$ cat src/rtl/mem_port_arbiter.sv
// Shares one single-port memory between instruction fetch and load/store.
// Data wins contention unless fetch has lost STARVE_LIMIT arbitrations in a row.
module mem_port_arbiter #(
   parameter int AW           = 32,
   parameter int DW           = 32,
   parameter int MEM_LATENCY  = 1,
   parameter int STARVE_LIMIT = 4
) (
   input  logic          clk,
   input  logic          rst,
   input  logic          if_req,
   input  logic [AW-1:0] if_addr,
   output logic          if_gnt,
   output logic          if_rvalid,
   output logic [DW-1:0] if_rdata,
   input  logic          d_req,
   input  logic          d_we,
   input  logic [AW-1:0] d_addr,
   input  logic [DW-1:0] d_wdata,
   output logic          d_gnt,
   output logic          d_rvalid,
   output logic [DW-1:0] d_rdata,
   output logic [AW-1:0] mem_addr,
   output logic          mem_re,
   output logic          mem_we,
   output logic [DW-1:0] mem_wdata,
   input  logic [DW-1:0] mem_rdata,
   output logic          busy
);

   localparam logic [1:0] IDLE  = 2'd0;
   localparam logic [1:0] ISSUE = 2'd1;
   localparam logic [1:0] WAIT  = 2'd2;

   localparam int             SW         = $clog2(STARVE_LIMIT + 1);
   localparam logic [SW-1:0]  STARVE_MAX = SW'(STARVE_LIMIT);
   localparam logic [3:0]     CNT_LOAD   = 4'(MEM_LATENCY - 1);

   logic [1:0]    state;
   logic [3:0]    cnt;
   logic [SW-1:0] starve_cnt;
   logic          own_d;
   logic          we_q;
   logic [AW-1:0] addr_q;
   logic [DW-1:0] wdata_q;
   logic          starved;

   assign starved = (starve_cnt == STARVE_MAX);

   // Grants are gated by reset so every output reads 0 while rst is low.
   always_comb begin
      if_gnt = 1'b0;
      d_gnt  = 1'b0;
      if (state == IDLE && rst) begin
         if_gnt = if_req && (!d_req || starved);
         d_gnt  = d_req && !if_gnt;
      end
   end

   assign busy      = (state != IDLE);
   assign mem_re    = (state == ISSUE) && !we_q;
   assign mem_we    = (state == ISSUE) && we_q;
   assign mem_addr  = busy ? addr_q  : '0;
   assign mem_wdata = busy ? wdata_q : '0;

   always_ff @(posedge clk or negedge rst) begin
      if (!rst) begin
         state      <= IDLE;
         cnt        <= '0;
         starve_cnt <= '0;
         own_d      <= 1'b0;
         we_q       <= 1'b0;
         addr_q     <= '0;
         wdata_q    <= '0;
         if_rvalid  <= 1'b0;
         if_rdata   <= '0;
         d_rvalid   <= 1'b0;
         d_rdata    <= '0;
      end else begin
         if_rvalid <= 1'b0;
         d_rvalid  <= 1'b0;
         case (state)
            IDLE: begin
               if (!if_req || if_gnt) begin
                  starve_cnt <= '0;
               end else if (d_gnt && !starved) begin
                  starve_cnt <= starve_cnt + 1'b1;
               end
               if (if_gnt || d_gnt) begin
                  own_d   <= d_gnt;
                  we_q    <= d_gnt && d_we;
                  addr_q  <= d_gnt ? d_addr : if_addr;
                  // Fetch carries no write data; drive zeros on mem_wdata.
                  wdata_q <= d_gnt ? d_wdata : '0;
                  state   <= ISSUE;
               end
            end
            ISSUE: begin
               cnt   <= CNT_LOAD;
               state <= WAIT;
            end
            WAIT: begin
               if (cnt == '0) begin
                  state <= IDLE;
                  if (own_d) begin
                     d_rvalid <= 1'b1;
                     if (!we_q) d_rdata <= mem_rdata;
                  end else begin
                     if_rvalid <= 1'b1;
                     if_rdata  <= mem_rdata;
                  end
               end else begin
                  cnt <= cnt - 1'b1;
               end
            end
            default: state <= IDLE;
         endcase
      end
   end

endmodule

$ cat config.mk
export PLATFORM = sky130hd
export DESIGN_NAME = mem_port_arbiter
export DESIGN_NICKNAME = d
export VERILOG_FILES = /design/src/rtl/mem_port_arbiter.sv
export SDC_FILE = /design/constraint.sdc
export NUM_CORES = 1
export LEC_CHECK = 0
export BUFFER_PORTS_ARGS = -buffer_cell sky130_fd_sc_hd__buf_2
export CORE_ASPECT_RATIO = 0.9
export CORE_UTILIZATION = 53
export CTS_BUF_LIST = sky130_fd_sc_hd__clkbuf_4 sky130_fd_sc_hd__clkbuf_8
export CTS_CLUSTER_SIZE = 25
export DETAILED_ROUTE_END_ITERATION = 12
export GPL_TIMING_DRIVEN = 0
export PLACE_DENSITY = 0.88
export SYNTH_ARGS = -nofsm -noshare
export SYNTH_HDL_FRONTEND = slang
export SYNTH_SLANG_ARGS = --single-unit
$ cat constraint.sdc
create_clock -name clk -period 6.4 [get_ports clk]
set_clock_uncertainty 0.2 [all_clocks]
set_input_delay 1.28 -clock clk [delete_from_list [all_inputs] [get_ports clk]]
set_output_delay 1.28 -clock clk [all_outputs]
set_load 0.01 [all_outputs]
# Word-level counts from Yosys, hierarchy flattened
# Cells that the tools add are included.
dict set report totals {
  register_bits 141
  latchBits 0
  mem_bits_rw 0
  mem_bits_ro 0
  in_bits 133
  n_memories 0
}
dict set report classes {
  add_sub_neg 2
  multipliers 0
  div_mod_pow 0
  magnitude_cmp 0
  eq_ne 6
  shifts 0
  mux 19
  bitwise 2
  reduce_logical 26
}
# cell count
set ops {}
lappend ops {{$mux W32} 4}
lappend ops {{$mux W1} 8}
lappend ops {{$pmux W4 S2} 1}
lappend ops {{$reduce_and A2 Y1} 4}
lappend ops {{$logic_and A1 B1 Y1} 7}
lappend ops {{$mux W3} 2}
lappend ops {{$pmux W2 S3} 1}
lappend ops {{$reduce_bool A2 Y1} 3}
lappend ops {{$logic_not A1 Y1} 5}
lappend ops {{$logic_not A4 Y1} 1}
lappend ops {{$mux W2} 2}
lappend ops {{$mux W4} 1}
lappend ops {{$ne A2 B2 Y1 const B} 2}
lappend ops {{$reduce_and A4 Y1} 1}
lappend ops {{$sub A4 B1 Y4 const B} 1}
lappend ops {{$add A3 B1 Y3 const B} 1}
lappend ops {{$eq A3 B3 Y1 const B} 1}
lappend ops {{$logic_or A1 B1 Y1} 3}
lappend ops {{$reduce_and A3 Y1} 1}
lappend ops {{$eq A2 B1 Y1 const B} 1}
lappend ops {{$eq A2 B2 Y1 const B} 1}
lappend ops {{$logic_not A2 Y1} 1}
lappend ops {{$ne A2 B1 Y1 const B} 1}
lappend ops {{$not A1 Y1} 2}

# Logic depth before layout (Yosys ltp)
dict set report depth {
  ltp_word 9
  ltp_mapped 7
  ltp_nobuf 5
}

# Least setup slack after synthesis
# No wires, ideal clock.
dict set report synth_path {
  path_type {input port to output port}
  from {input port rst}
  to {output port if_gnt}
  arrival_ns 2.169
  required_time_ns 4.920
  setup_slack_ns 2.751
  cell_stages 4
  n_path_buf 1
  cell_sequence {nor3b_2 > clkbuf_1 > nand2_1 > nor2_1}
}
dict set report synth_via {
  elab_chain_cells 2
}
# item line
set synth_rtl {}
lappend synth_rtl {{from (decl)} 10} ;# input logic rst,
lappend synth_rtl {{$logic_and A1 B1 Y1} 54} ;# if (state == IDLE && rst) begin
lappend synth_rtl {{$mux W1} 54}
lappend synth_rtl {{to (decl)} 13} ;# output logic if_gnt,
# Every way passes these cells.

# Worst setup path in the final report
# Ends and elaborated chain as after synthesis.

==> summary.txt <==
Run status
  • Outcome: finished, final reports clean

Power
  • LEAKAGE: 4.06 nW
  • PwrDens: 369 nW/um^2
  • Peak VDD IR: 298 uV

Routing
  • WL final: 16600 microns
  • DRC errors left: 0
  • TritonRoute pass-1 iters: 5
  • Vias: 5402
  • Drt initial violations: 331
  • Vias per cell: 5.47
  • ANT nets after route: 0
  • Routed len/inst: 16.8 microns

Global route
  • Vias in the first global route: 5423
  • Tot GR Track Use: 0.283
  • Antenna violations before repair: 0
  • GRT overflow: 0
  • First-pass GRT wire length: 26200 microns
  • Pin count of the biggest net entering global routing: 103

Placement
  • Pre-CTS setup slack: 1.45 ns
  • Placed instance count: 958
  • RD Place Congestion: 0.837
  • PortBufs: 266
  • DP HPWL: 12100 microns
  • Post-place instance area: 7790 sq um

Cells and area
  • Filler cells: 833
  • Area of the multi-input gates: 2460 sq um
  • Finished Cell Area: 8170 sq um
  • ANT cells: 0
  • Most common cell after layout, fill and taps aside: buf_2
  • Layout area overhead: 31.1%
  • Register area: 3530 sq um
  • Fin nets: 958
  • Most frequent cells in the layout: 281 x buf_2, 141 x dfrtp_1, 64 x and2_1, 64 x mux2_2, 36 x o21ai_0
  • Fin cells: 987
  • Share of cells above drive strength 1: 0.467

Floorplanning
  • IO Count: 268
  • Die Y: 105 microns
  • Initial Utilization: 0.545
  • Row count: 37
  • DIE AREA: 12200 sq um
  • Die W: 116 microns
  • Core area: 11400 sq um

Setup path
  • Crit. End Element: primary output
  • Worst R2R Path Depth: 6
  • Slowest cell on crit path: nor3b_2
  • Crit-path max cell delay: 0.52 ns
  • Critical path, cell by cell: buf_6, buf_16, nor3b_2, clkbuf_1, nand2_1, nor2_1, buf_2
  • Crit Reg-Reg Startpoint: cnt[0]
  • Reg2reg end: if_rdata[8]
  • Arr. time, crit path: 3.43 ns
  • Reg2reg setup slack: 4.06 ns
  • CP top delay family: buffers and inverters
  • CP startpoint kind: input pin
  • Worst EP required: 4.92 ns
  • Buf/Inv on CP: 4
  • Crit-path max FO: 102
  • Crit path kind: input pin to primary output

Synthesis
  • Net count after synthesis: 672
  • Synth top area cells: dfrtp_1 57%, mux2_2 12%, and2_1 6.4%
  • EDFF count, synth: 0
  • Synth Instances: 535
  • Unique masters post-synth: 41
  • Top cell type by total area after synthesis: dfrtp_1
  • Main synth FF type: dfrtp_1
  • Register bit total from synthesis: 141
  • Synthesized cell area: 6230 sq um
  • Register area share after synthesis: 0.566
  • YS warnings: 0
  • Syn Area/Cell: 11.6 sq um
  • Top cell type's share of synthesized area: 0.566
  • Synth async-reset ratio: 1.00

Min path
  • Hold path depth: 1
  • Hold_sp: wdata_q[25]
  • Hold path endpoint: wdata_q[25]
  • Hold Path Class: flop to flop

Clocking
  • TritonCTS clock tree: done
  • Post_cts resized: 0
  • Worst-path clk slew: 0.07 ns
  • Maximum clock path buffer count: 2
  • CTS root buf: clkbuf_8
  • Post-CTS Hold Fix Bufs: 0
  • H-tree levels: 4
  • Clock Sinks: 141
  • Worst skew pair latency: 0.42 ns
  • CTS buffer count: 17
  • Setup Fix Bufs, Post-CTS: 0

Timing
  • Post-route setup slack: 1.49 ns
  • Relative slew slack: 0.672
  • Slew @ Worst Pin: 0.492 ns
  • Hold Fails Final Rpt: 0
  • Fin. max-slew vios: 0
  • RSZ-0062 raised after global routing: false
  • Crit path time final: 4.91 ns
  • Fin crit share: 0.768
  • Fmax: 204 MHz
  • Final setup violating endpoints: 0

Job
  • Total of max-cap violations: 0
final cells by class:
cell class                      count  share of cell area
Sequential cell                   141               0.432
Multi-Input combinational cell    341               0.301
Timing Repair Buffer              267               0.167
Clock buffer                       22              0.0355
Buffer                             45              0.0259
Tap cell                          156              0.0239
Clock inverter                      7              0.0110
Inverter                            8             0.00367
logic make-up after synthesis:
logic type / Yosys count / share of synthesized area
and+or+nand+nor: 130 / 0.126
AOI/OAI and AO/OA: 142 / 0.144
buffers and inverters: 53 / 0.0387
adders and majority gates: 4 / 0.00803
DFF: 141 / 0.566
muxes: 65 / 0.117
per-stage QoR:
stage	power (mW)	setup TNS, ns	utilization	hold slack (ns)
3_5_place_dp	2.33	0	0.681	0.274
4_1_cts	3.03	0	0.715	0.298
2_1_floorplan	1.87	0	-	0.258
5_1_grt	3.18	0	0.715	0.309
3_3_place_gp	2.27	-0.0982	0.679	0.274
6_report	3.01	0	0.715	0.295
synthesized netlist by cell type (all sizes together) (2+ instances only):
cell / instances
nor2b: 3
and2: 64
nand2b: 2
a22o: 33
mux2: 64
nor2: 5
nor3b: 2
or3b: 2
a31oi: 32
o21ai: 36
ha: 4
inv: 8
clkbuf: 25
dfrtp: 141
buf: 20
nor3: 2
and3: 2
nand4: 2
a21boi: 2
a21oi: 33
nand2: 6
nand3: 35
per-layer routing:
layer,GRT usage,share of wire
met5,0,0
met2,0.480,0.52
met3,0.0638,0.065
met1,0.338,0.39
met4,0.134,0.028
worst reg2reg max path, cell delays in order (launching register included):
cell and delay, ns:
dfrtp_1 0.39, inv_1 0.13, ha_1 0.19, or3b_4 0.42, nor3_4 0.33, buf_6 0.21
mux2_2 0.36
state kept, by name, indices dropped and copies added (netlist names), 2 cells and up:
signal      flops
state           2
addr_q         32
wdata_q        32
d_rdata        32
starve_cnt      3
cnt             4
if_rdata       32
worst max path at each step:
| stage | start | endpoint | slack (ns) | cells past startpoint |
|---|---|---|---|---|
| finish | rst | if_gnt | 1.49 | 7 |
| global route | rst | if_gnt | 1.20 | 7 |
| CTS | rst | if_gnt | 1.44 | 7 |
| detailed placement | rst | if_gnt | 1.45 | 7 |
| global placement | rst | if_gnt | -0.1 | 6 |
| floorplan | rst | if_gnt | 2.75 | 4 |
power breakdown:
part           switching (mW)  leakage [nW]  internal [mW]  total [mW]
clock                   0.314         0.193          0.378       0.692
combinational           0.488          2.18          0.482       0.970
sequential              0.157          1.69           1.19        1.35
total                   0.959          4.06           2.05        3.01
No activity file was read; power rests on OpenSTA's default activity.
